==> src/rtl/fetch_pkg.sv <==
// fetch_pkg: shared state encoding, PC step and buffer entry layout for the fetch stage.
package fetch_pkg;
   localparam int PC_W = 32;
   localparam int PC_STEP = 4;
   typedef enum logic [1:0] {
      FETCH   = 2'd0,
      DISCARD = 2'd1,
      HALT    = 2'd2
   } state_t;
   typedef struct packed {
      logic [PC_W-1:0] pc;
      logic [31:0]     word;
   } entry_t;
endpackage

==> src/rtl/fetch_buffer.sv <==
// fetch_buffer: synchronous FIFO of fetched {pc, word} entries with single-cycle flush.
module fetch_buffer import fetch_pkg::*; #(
   parameter int DEPTH = 2,
   localparam int AW = $clog2(DEPTH),
   localparam int CW = AW + 1
) (
   input  logic          clk,
   input  logic          rst_n,
   input  logic          push,
   input  entry_t        data,
   input  logic          pop,
   input  logic          flush,
   output logic [CW-1:0] count,
   output logic          valid,
   output entry_t        head
);
   entry_t mem [DEPTH];
   logic [AW-1:0] wr, rd;
   logic take;

   assign valid = count != '0;
   assign take = pop & valid;
   assign head = mem[rd];

   always_ff @(posedge clk)
      if (!rst_n) begin
         mem <= '{default: '0};
         wr <= '0;
         rd <= '0;
         count <= '0;
      end else if (flush) begin
         wr <= '0;
         rd <= '0;
         count <= '0;
      end else begin
         if (push) begin
            mem[wr] <= data;
            wr <= wr + AW'(1);
         end
         if (take) rd <= rd + AW'(1);
         count <= count + CW'(push) - CW'(take);
      end
endmodule

==> src/rtl/fetch_unit.sv <==
// fetch_unit: MIPS fetch stage; owns the PC, reads memory over req/ack, buffers words for the decoder.
// Define FETCH_ALIGN_CHECK_EN to fault and halt on misaligned redirect targets.
module fetch_unit import fetch_pkg::*; #(
   parameter int                  PC_WIDTH  = 32,
   parameter logic [PC_WIDTH-1:0] RESET_PC  = '0,
   parameter int                  BUF_DEPTH = 2
) (
   input  logic                clk,
   input  logic                rst_n,
   output logic                imem_req,
   output logic [PC_WIDTH-1:0] imem_addr,
   input  logic                imem_ack,
   input  logic [31:0]         imem_rdata,
   input  logic                redirect,
   input  logic [PC_WIDTH-1:0] redirect_pc,
   output logic                instr_valid,
   output logic [31:0]         instr,
   output logic [PC_WIDTH-1:0] instr_pc,
   input  logic                instr_ready,
   output logic                fault
);
   localparam int CW = $clog2(BUF_DEPTH) + 1;
   state_t state, state_n;
   logic [PC_WIDTH-1:0] fetch_pc, pc_n, target, addr_n;
   logic [CW-1:0] count, count_n;
   logic ack, pop, push, redir, hold, bad, req_n;
   entry_t head, in_entry;

   assign ack = imem_req & imem_ack;
   assign pop = instr_valid & instr_ready;
   assign redir = redirect & (state != HALT);
   assign in_entry = '{pc: PC_W'(fetch_pc), word: imem_rdata};
   assign instr = head.word;
   assign instr_pc = PC_WIDTH'(head.pc);

`ifdef FETCH_ALIGN_CHECK_EN
   assign target = redirect_pc;
   assign bad = redir & (redirect_pc[1:0] != 2'b00);
   always_ff @(posedge clk)
      if (!rst_n) fault <= 1'b0;
      else if (bad) fault <= 1'b1;
`else
   assign target = redirect_pc & ~PC_WIDTH'(3);
   assign bad = 1'b0;
   assign fault = 1'b0;
`endif

   // An un-acked request must complete before anything new issues; its data is dropped after a redirect.
   always_comb begin
      hold = imem_req & ~ack;
      push = ack & (state == FETCH) & ~redir;
      pc_n = redir ? target : (push ? fetch_pc + PC_WIDTH'(PC_STEP) : fetch_pc);
      count_n = redir ? '0 : count + CW'(push) - CW'(pop);
      state_n = (state == HALT || ((bad || fault) && !hold)) ? HALT :
                (hold && (redir || state == DISCARD)) ? DISCARD : FETCH;
      req_n = hold || (state_n == FETCH && count_n < CW'(BUF_DEPTH));
      addr_n = hold ? imem_addr : pc_n;
   end

   always_ff @(posedge clk)
      if (!rst_n) begin
         state <= FETCH;
         fetch_pc <= RESET_PC;
         imem_req <= 1'b0;
         imem_addr <= RESET_PC;
      end else begin
         state <= state_n;
         fetch_pc <= pc_n;
         imem_req <= req_n;
         imem_addr <= addr_n;
      end

   fetch_buffer #(.DEPTH(BUF_DEPTH)) u_buf (
      .clk   (clk),
      .rst_n (rst_n),
      .push  (push),
      .data  (in_entry),
      .pop   (pop),
      .flush (redir),
      .count (count),
      .valid (instr_valid),
      .head  (head)
   );
endmodule
==> config.mk <==
export PLATFORM = sky130hd
export DESIGN_NAME = fetch_unit
export DESIGN_NICKNAME = d
export VERILOG_FILES = /design/src/rtl/fetch_pkg.sv /design/src/rtl/fetch_buffer.sv /design/src/rtl/fetch_unit.sv
export SDC_FILE = /design/constraint.sdc
export NUM_CORES = 1
export LEC_CHECK = 0
export BUFFER_PORTS_ARGS = -buffer_cell sky130_fd_sc_hd__buf_2
export CAP_MARGIN = 20
export CORE_MARGIN = 2
export CORE_UTILIZATION = 55
export CTS_CLUSTER_SIZE = 16
export DETAILED_ROUTE_END_ITERATION = 12
export GPL_ROUTABILITY_DRIVEN = 1
export HOLD_SLACK_MARGIN = 0.12
export PLACE_DENSITY = 0.8
export RECOVER_POWER = 25
export SYNTH_ARGS = -nofsm -noshare
export SYNTH_HDL_FRONTEND = slang
export SYNTH_SLANG_ARGS = --single-unit
==> constraint.sdc <==
create_clock -name clk -period 2.4 [get_ports clk]
set_input_delay 0.36 -clock clk [delete_from_list [all_inputs] [get_ports clk]]
set_output_delay 0.36 -clock clk [all_outputs]
set_load 0.01 [all_outputs]
==> metrics.txt, run 1 <==
Worst slew margin=48.5%; crit share post-route=93.6%; Cells after Synth=1067; clk_skew=0.00640 ns; Core Area=15300 um^2; count of flip-flops with a built-in enable after synthesis=0; via count=8039; first-pass GRT wire length=36400 um; Final Hold Viols=0; Final nets=1270; H-tree Lvls=4; fmax=445 MHz; Final min period=2.25 ns; Vias/cell=5.65; pin count of the biggest net entering global routing=66; Critical Path AT=1.89 ns; # IOs=168; Lkg Pwr=3.93 nW; P per Cell Area=695 nW/um^2; Mean Syn Cell Area=8.10 um^2; CTS clk-pin slew, worst paths=0.07 ns; total power=7.16 mW; fraction of registers with async set/reset=0%; Hold Crit Class=in2reg; Area contributors post-synth=dfxtp_1 46%, nand2_1 13%, mux2_2 8.5%; CP Max Fanout=15; Crit Path Category=reg2out; die width=129 um; initial antenna violation count=1; vias in the first global route=7414; RR Endpoint=imem_addr[16]; Seq cells post-synth=199; global route overflow=0; DR iter-0 viols=623; GRT Util Overall=27.3%; CTS Buf Count=17; FF-to-FF Start=state[0]; Slew Limit Fails=0; post-cts gate resize count=0; final instance area=10300 um^2; Final Util=67.5%; CP endpoint=instr_pc[8]; Final HPWL DP=15000 um; CP required=2.04 ns; Synth top area share=46.1%; number of port buffers=164; Synth Net Count=1140; Hold Slack=0.173 ns; WL final=22600 um; share of cells above drive strength 1=23.3%; drt wl/cell=15.9 um; post-CTS setup buffers=0; Critical Path Sink Type=output port; Clock Latency Late Sink=0.43 ns; DRC=0; status=complete, no violations; Mapped Area=8640 um^2; TritonRoute pass-1 iters=5; height of the die=129 um; Yosys warnings=0; Worst Max-Slew Pin Slew=0.768 ns; sequential share of the synthesized area=46.1%; clock buffer depth=2; CTS sink count=199; top_reg_cell synth=dfxtp_1; Setup TNS=0 ns; RSZ-0062 raised after global routing=no; hold buffers post-CTS=0; Post-synth top cells=289 x nand2_1, 199 x dfxtp_1, 144 x a21oi_1, 69 x clkbuf_1, 65 x mux2_2; CTS root buf=clkbuf_16; FP Rows=45; final antenna-violating net count=0; worst setup path start=u_buf.rd; CTS tree=yes; MaxCap Viol Count=0; VDD IR max=0.548 mV; area post-placement=9750 um^2; Yosys top cell by area=dfxtp_1; routability congestion estimate=0.833; starting density of the core=56.6%; r2r setup slk=0.24 ns; startpoint types=flip-flop; Die Area=16700 um^2; most numerous cell in the Yosys netlist=nand2_1; final setup fails=0; count of different cell masters after synthesis=56; Reg2Reg Depth=6; Layout area overhead=19.2%
==> layout by cell type, fill, tap and decap left out, drive strengths merged, types with 3 or more instances in the layout <==
cell type / n
buf: 160
a211oi: 4
or2: 3
nor3: 20
nor4: 8
dfxtp: 199
nand2: 290
a21oi: 145
ha: 4
clkinvlp: 3
o31a: 6
xnor2: 12
or4: 3
nand4: 12
and2: 10
o31ai: 3
mux2: 65
xor2: 4
or3: 4
nor2: 38
and4: 6
a31oi: 18
clkinv: 6
and3: 6
a2111oi: 7
inv: 11
nand3: 29
nand2b: 4
o21ai: 33
bufinv: 4
a31o: 7
a311oi: 3
o21a: 5
clkbuf: 57
o211ai: 3
==> layout make-up <==
type	count	area, um^2
fill	1288	4960
multi-input combinational	770	4290
sequential	199	3990
timing repair buffer	200	1100
clock buffer	17	425
tap	211	264
clock inverter	15	199
inverter	9	35.0
antenna	1	2.50
==> per-stage QoR <==
| step | setup slack [ns] | cells |
|---|---|---|
| floorplan | 0.567 | 1067 |
| global placement | 0.343 | 1389 |
| detailed placement | 0.355 | 1389 |
| CTS | 0.131 | 1421 |
| global route | 0.0732 | 1421 |
| finish | 0.154 | 1422 |
==> cell families after synthesis <==
kind of cell             count (synthesis)  synth area share [%]
AO/OA/AOI/OAI                          242                  16.0
XOR/XNOR                                16                  1.62
adder cells (fa/ha/maj)                  5                 0.695
buffers and inverters                   98                  4.50
flip-flops                             199                  46.1
multiplexers                            65                  8.47
other                                    1                0.0434
AND/OR/NAND/NOR                        441                  22.6
==> state kept, by name (all words and copies together), names as in the netlist <==
| register | count |
|---|---|
| imem_req | 1 |
| state | 2 |
| u_buf.count | 2 |
| fetch_pc | 32 |
| u_buf.mem | 128 |
| imem_addr | 32 |
| u_buf.rd | 1 |
| u_buf.wr | 1 |
==> how the worst min path moves through the flow <==
stage                         startpoint            end  depth (start not counted)
after detailed placement   u_buf.mem[31]  u_buf.mem[31]                          2
after global placement      u_buf.mem[7]   u_buf.mem[7]                          2
after floorplan             u_buf.mem[0]   u_buf.mem[0]                          2
after global routing      imem_rdata[24]  u_buf.mem[24]                          3
after CTS                 imem_rdata[24]  u_buf.mem[88]                          3
final                     imem_rdata[24]  u_buf.mem[88]                          3
==> report_power, final <==
group          switching (mW)  internal [mW]
clock network            1.28           1.75
logic                   0.370          0.243
registers               0.105           3.41
total                    1.75           5.41
==> critical path: stages (launching register included) <==
cell     delay (ns)
dfxtp_2        0.58
buf_4          0.34
mux2_2         0.38
buf_2          0.14
==> routing by layer <==
metal	GRT usage [%]	part of all wire, %	vias to the layer above
met2	44.5	46	269
met1	36.2	45	3818
met5	0	0	-
li1	-	-	3924
met3	6.11	7.4	28
met4	8.89	1.5	0
Power figures use the tool's default switching activity.
==> run 2, diff against run 1 <==
- CORE_UTILIZATION: 55 -> 40
- PLACE_DENSITY: 0.8 -> default
- SETUP_SLACK_MARGIN: default -> 0.5
==> run 2 against run 1 <==
  * Count of clock-buffer cells in the layout up 4
  * Sequential cell count unchanged
  * Critical path depth rose by 3
  * Global-route usage shrank 6.0 points
  * Register-to-register slack improved by 0.12 ns
  * Hold slack better by 0.0014 ns
  * Critical path type is now reg2reg
==> metrics.txt, run 2 (synthesis gave the netlist of run 1 again) <==
RSZ-0062 raised after global routing=yes; FILL cells=2175 (+69%); starting density of the core=41.0% (-16 points); crit path cell chain=nand2b_1 -> nand2_1 -> buf_12 -> nor2_1 -> a211oi_1 -> a31o_2; Final Hold Viols=0 (unchanged); clk_skew=0.00976 ns (+0.00335 ns); status=complete, no violations; routability congestion estimate=0.809 (-2.9%); Slowest-stage cell, CP=nand2_1; share of cells above drive strength 1=25.8% (+2.5 points); first-pass GRT wire length=38200 um (+4.8%); DP Cell Count=1449 (+4.3%); pin count of the biggest net entering global routing=63 (-4.5%); crit-path max cell delay=0.40 ns (-0.18 ns); via count=7833 (-2.6%); vias in the first global route=7302 (-1.5%); Lkg Pwr=4.01 nW (+2.1%); hold buffers post-CTS=0 (unchanged); MaxCap Viol Count=0 (unchanged); CTS tree=yes; P per Cell Area=678 nW/um^2 (-2.5%); final instance area=10600 um^2 (+3.1%); die width=151 um (+17%); final setup fails=0 (unchanged); Cell Count, Final, Fillers Out=1488 (+4.6%); Setup TNS=0 ns (unchanged); P_int=5.45 mW (+0.72%); CP required=2.73 ns (+0.69 ns); WL final=24700 um (+9.2%); commonest non-fill, non-tap cell in the layout=nand2_1; Slew Limit Fails=0 (unchanged); # IOs=168 (unchanged); Reg with most FFs=u_buf.mem; CTS root buf=clkbuf_16; crit share post-route=85.0% (-8.6 points); CP Max Fanout=32 (+17); Top Registers=u_buf.mem (128), fetch_pc (32), imem_addr (32); Final HPWL DP=15900 um (+6.5%); number of port buffers=164 (unchanged); initial antenna violation count=1 (unchanged); Hold Crit Class=in2reg; TritonRoute pass-1 iters=5 (unchanged); area post-placement=9810 um^2 (+0.54%); Critical Path Sink Type=flip-flop; clock buffer depth=2 (unchanged); GRT Util Overall=21.3% (-6.0 points); CTS sink count=199 (unchanged); FP Rows=53 (+18%); Core Area=21100 um^2 (+38%); net switching power=1.76 mW (about the same); height of the die=151 um (+17%); Comb pwr share=8.9% (+0.4 points); H-tree Lvls=4 (unchanged); Critical Path AT=2.37 ns (+0.48 ns); CTS clk-pin slew, worst paths=0.07 ns (about the same); sw frac=24.4% (-0.13 points); CTS Buf Count=17 (unchanged); Die Area=22800 um^2 (+36%); global route overflow=0 (unchanged); startpoint types=flip-flop; fmax=490 MHz (+10%); VDD IR max=0.479 mV (-13%); commonest cells after routing, fill and taps aside=288 x nand2_1, 183 x dfxtp_1, 144 x a21oi_1, 130 x buf_2, 65 x mux2_2; Crit Path Category=reg2reg; Final min period=2.04 ns (-0.205 ns); max reg flops=128 (unchanged); Clock Latency Late Sink=0.43 ns (about the same); Layout area overhead=22.9%; DR iter-0 viols=274 (-56%); Vias/cell=5.26 (-6.9%); drt wl/cell=16.6 um (+4.4%); Worst slew margin=51.6% (+3.1 points); Worst Max-Slew Pin Slew=0.726 ns (-0.0421 ns); DRC=0 (unchanged); final antenna-violating net count=0 (unchanged); sequential share of power=48.9% (-0.2 points); Final nets=1272 (+0.16%); Clock power frac=42.2% (about the same)
==> run 2: changes by cell type in the layout (fill, tap and decap cells not counted), sizes merged <==
cell | previous run | this run
buf | 160 | 165
clkbuf | 57 | 58
clkinv | 6 | 3
clkinvlp | 3 | 1
diode | 1 | 2
==> run 2: final cells by class <==
class | count | area (um^2) | area share (%)
multi-input combinational | 770 | 4390 | 41.3
sequential | 199 | 4030 | 37.9
timing repair buffer | 202 | 1200 | 11.3
clock buffer | 21 | 450 | 4.24
tap | 275 | 344 | 3.24
clock inverter | 10 | 168 | 1.58
inverter | 9 | 36.3 | 0.342
antenna | 2 | 5.00 | 0.0471
==> run 2: metal layers <==
layer / global-route usage (%) / wire, um / vias up
met5: 0 / 16 / -
met4: 5.23 / 212 / 2
li1: - / - / 3923
met2: 35.0 / 11200 / 224
met3: 4.19 / 1750 / 18
met1: 28.7 / 11500 / 3666
==> run 2: power groups by stage <==
stage          clock network (mW)  registers, mW  logic (mW)
6_report                     3.04           3.52       0.642
5_1_grt                      3.23           3.53       0.710
4_1_cts                      3.10           3.52       0.639
3_5_place_dp                    0           3.59       0.635
3_3_place_gp                    0           3.59       0.630
2_1_floorplan                   0           3.57       0.371
==> run 2: worst paths after layout <==
kind | startpoint | cells after the start | endpoint | slack (ns)
worst min register to register | imem_addr[1] | 2 | imem_addr[1] | 0.45
worst min-delay path | imem_rdata[31] | 3 | u_buf.mem[31] | 0.17
worst max register to register | state[0] | 6 | imem_addr[7] | 0.36
worst max-delay path | state[0] | 6 | imem_addr[7] | 0.36
==> run 2: what timing repair did <==
item	CTS	global route
gates cloned	0	2
setup endpoints to repair	54	140
pin swaps	0	5
resized for setup	10	47
setup buffers	2	2
==> run 2: metrics by stage <==
stage                     power [mW]  util (%)  hold WS [ns]  setup WS [ns]
after global placement          4.22      46.5         0.438          0.282
after floorplan                 3.94         -         0.433          0.567
after global routing            7.47      50.4         0.166          0.222
final                           7.20      50.4         0.175          0.359
after CTS                       7.26      49.6         0.159          0.435
after detailed placement        4.23      46.5         0.443          0.263
==> run 2: worst max-delay path, delay by kind of cell, from the launching register on <==
family | cells | cell delay (ns)
AO/OA/AOI/OAI | 2 | 0.31
buffers and inverters | 1 | 0.33
AND/OR/NAND/NOR | 3 | 0.90
flip-flops | 1 | 0.39
==> run 3, diff against run 2 <==
- ABC_AREA: default -> 1
==> run 3 against run 2 <==
  * Design area decreased by 2.2%
  * Combinational power increased by 8.7%
  * Clock power decreased by 6%
  * Hold slack got worse by 0.015 ns
  * Clock skew increased by 0.0031 ns
  * Total power decreased by 1.3%
  * Worst setup slack improved by 0.066 ns
  * Sequential power about the same
  * First-iteration DRC count increased by 71%
==> metrics.txt, run 3 <==
CTS clk-pin slew, worst paths=0.07 ns (about the same); Synth Net Count=1290 (+13%); Final min period=1.98 ns (-0.0656 ns); DP Cell Count=1596 (+10%); CTS Buf Count=17 (unchanged); CP required=2.76 ns (+0.03 ns); pin count of the biggest net entering global routing=91 (+44%); FP Rows=53 (unchanged); hold buffers post-CTS=0 (unchanged); die width=151 um (+0.30%); crit share post-route=82.3% (-2.7 points); DRC=0 (unchanged); Cells after Synth=1217 (+14%); share of cells above drive strength 1=16.6% (-9.2 points); Hold Crit Class=in2reg; number of port buffers=164 (unchanged); via count=7844 (+0.14%); count of different cell masters after synthesis=37 (-34%); Final HPWL DP=14800 um (-6.8%); Final nets=1422 (+12%); Setup TNS=0 ns (unchanged); Yosys top cell by area=dfxtp_1; Final Hold Viols=0 (unchanged); clock buffer depth=2 (unchanged); Clock Latency Late Sink=0.44 ns (about the same); ANT cells=0 (-2); WL final=22600 um (-8.5%); Mapped Area=8700 um^2 (+0.61%); Core Area=21200 um^2 (+0.31%); final setup fails=0 (unchanged); Reg with most FFs=u_buf.mem; Area contributors post-synth=dfxtp_1 46%, o21ai_0 12%, nand2_1 7.7%; P per Cell Area=684 nW/um^2 (+0.86%); total power=7.11 mW (-1.3%); most numerous cell in the Yosys netlist=o21ai_0; sequential share of the synthesized area=45.8% (-0.28 points); MaxCap Viol Count=0 (unchanged); Critical Path AT=2.34 ns (-0.03 ns); vias in the first global route=7035 (-3.7%); routability congestion estimate=0.900 (+11%); CTS root buf=clkbuf_16; commonest cells after routing, fill and taps aside=212 x o21ai_0, 193 x dfxtp_1, 176 x nand2_1, 142 x inv_1, 130 x nor2_1; first-pass GRT wire length=35300 um (-7.6%); Worst Max-Slew Pin Slew=1.31 ns (+0.588 ns); Top Registers=u_buf.mem (128), fetch_pc (32), imem_addr (32); starting density of the core=41.1% (+0.12 points); Lkg Pwr=4.69 nW (+17%); Critical Path Sink Type=flip-flop; Cell Count, Final, Fillers Out=1636 (+9.9%); Slew Limit Fails=0 (unchanged); final antenna-violating net count=0 (unchanged); Vias/cell=4.79 (-8.9%); global route overflow=0 (unchanged); Mean Syn Cell Area=7.15 um^2 (-12%); Post-synth top cells=206 x o21ai_0, 199 x dfxtp_1, 178 x nand2_1, 142 x inv_1, 130 x nor2_1; CP Max Fanout=17 (-47%); Seq cells post-synth=199 (unchanged); initial antenna violation count=0 (-1); RSZ-0062 raised after global routing=yes; Layout area overhead=19.5%; Crit Path Category=reg2reg; clk_skew=0.0128 ns (+0.00308 ns); count of flip-flops with a built-in enable after synthesis=0 (unchanged); status=complete, no violations; height of the die=151 um (+0.30%); TritonRoute pass-1 iters=5 (unchanged); DR iter-0 viols=468 (+71%); max reg flops=128 (unchanged); H-tree Lvls=4 (unchanged); top_reg_cell synth=dfxtp_1; fmax=506 MHz (+3.3%); GRT Util Overall=19.3% (-1.9 points); CTS sink count=199 (unchanged); startpoint types=flip-flop; CTS tree=yes; Hold Slack=0.159 ns (-0.0153 ns); drt wl/cell=13.8 um (-17%); Yosys warnings=0 (unchanged); Die Area=22900 um^2 (+0.60%); Final Util=49.1% (-1.2 points); FILL cells=2194 (+0.87%); fraction of registers with async set/reset=0% (unchanged); Synth top area share=45.8% (-0.28 points); r2r setup slk=0.42 ns (+0.07 ns); Worst slew margin=12.4% (-39 points); commonest non-fill, non-tap cell in the layout=o21ai_0; VDD IR max=0.436 mV (-9.0%); # IOs=168 (unchanged)
run 3: path summary, 6_finish.rpt:
check / endpoint / depth (start not counted) / from
setup / recovery: u_buf.mem[35] / 7 / imem_req
hold / removal: u_buf.mem[2] / 3 / imem_rdata[2]
setup reg to reg: u_buf.mem[35] / 7 / imem_req
hold reg to reg: u_buf.mem[115] / 2 / u_buf.mem[115]
run 3: cell families after synthesis:
| kind of cell | Yosys count | share of synthesized area [%] |
|---|---|---|
| and+or+nand+nor | 435 | 21.8 |
| AOI/OAI and AO/OA | 344 | 20.2 |
| adders and majority gates | 4 | 0.576 |
| xor gates and xnor gates | 11 | 1.11 |
| other | 1 | 0.0431 |
| DFF | 199 | 45.8 |
| buffers and inverters | 223 | 10.4 |
run 3: per-stage QoR:
| step | cell area [um^2] | setup WS [ns] |
|---|---|---|
| after floorplan | 8700 | 0.723 |
| after global placement | 9720 | 0.400 |
| after detailed placement | 9720 | 0.394 |
| after CTS | 10300 | 0.472 |
| after global routing | 10400 | 0.237 |
| final | 10400 | 0.425 |
run 3: power by group:
group          internal, mW  leakage [nW]  switching, mW
Sequential             3.45          1.63         0.0929
Combinational         0.268          2.78          0.430
Clock                  1.59         0.283           1.28
Total                  5.30          4.69           1.80
run 3: area by class of cell:
| class | instances | area [um^2] | area share (%) |
|---|---|---|---|
| clock buffer | 20 | 457 | 4.39 |
| clock inverter | 11 | 123 | 1.18 |
| tap | 275 | 344 | 3.31 |
| multi-input combinational | 795 | 3840 | 37.0 |
| inverter | 146 | 551 | 5.30 |
| timing repair buffer | 190 | 1090 | 10.4 |
| sequential | 199 | 3990 | 38.4 |
run 3: worst max-delay path, stage by stage (launching register included):
cell,delay [ns]
dfxtp_1,0.39
nand2_1,0.11
nor2_4,0.22
nand2_8,0.16
nor2_8,0.15
clkbuf_1,0.56
o21ai_0,0.16
a21oi_1,0.17
run 3: metal layers:
metal / global-route usage [%] / routed length, um / vias to the layer above / part of all wire, %
li1: - / - / 4199 / -
met1: 28.1 / 11600 / 3401 / 51
met2: 28.8 / 9390 / 226 / 42
met3: 3.73 / 1330 / 18 / 5.9
met4: 5.89 / 240 / 0 / 1.1
met5: 0 / 0 / - / 0
run 3: what timing repair did:
action | in CTS | in global routing
setup buffers | 2 | 6
resized for setup | 9 | 13
endpoints found under the hold margin | 0 | 0
setup endpoints to repair | 83 | 81
pin swaps | 0 | 3
gates cloned | 0 | 1
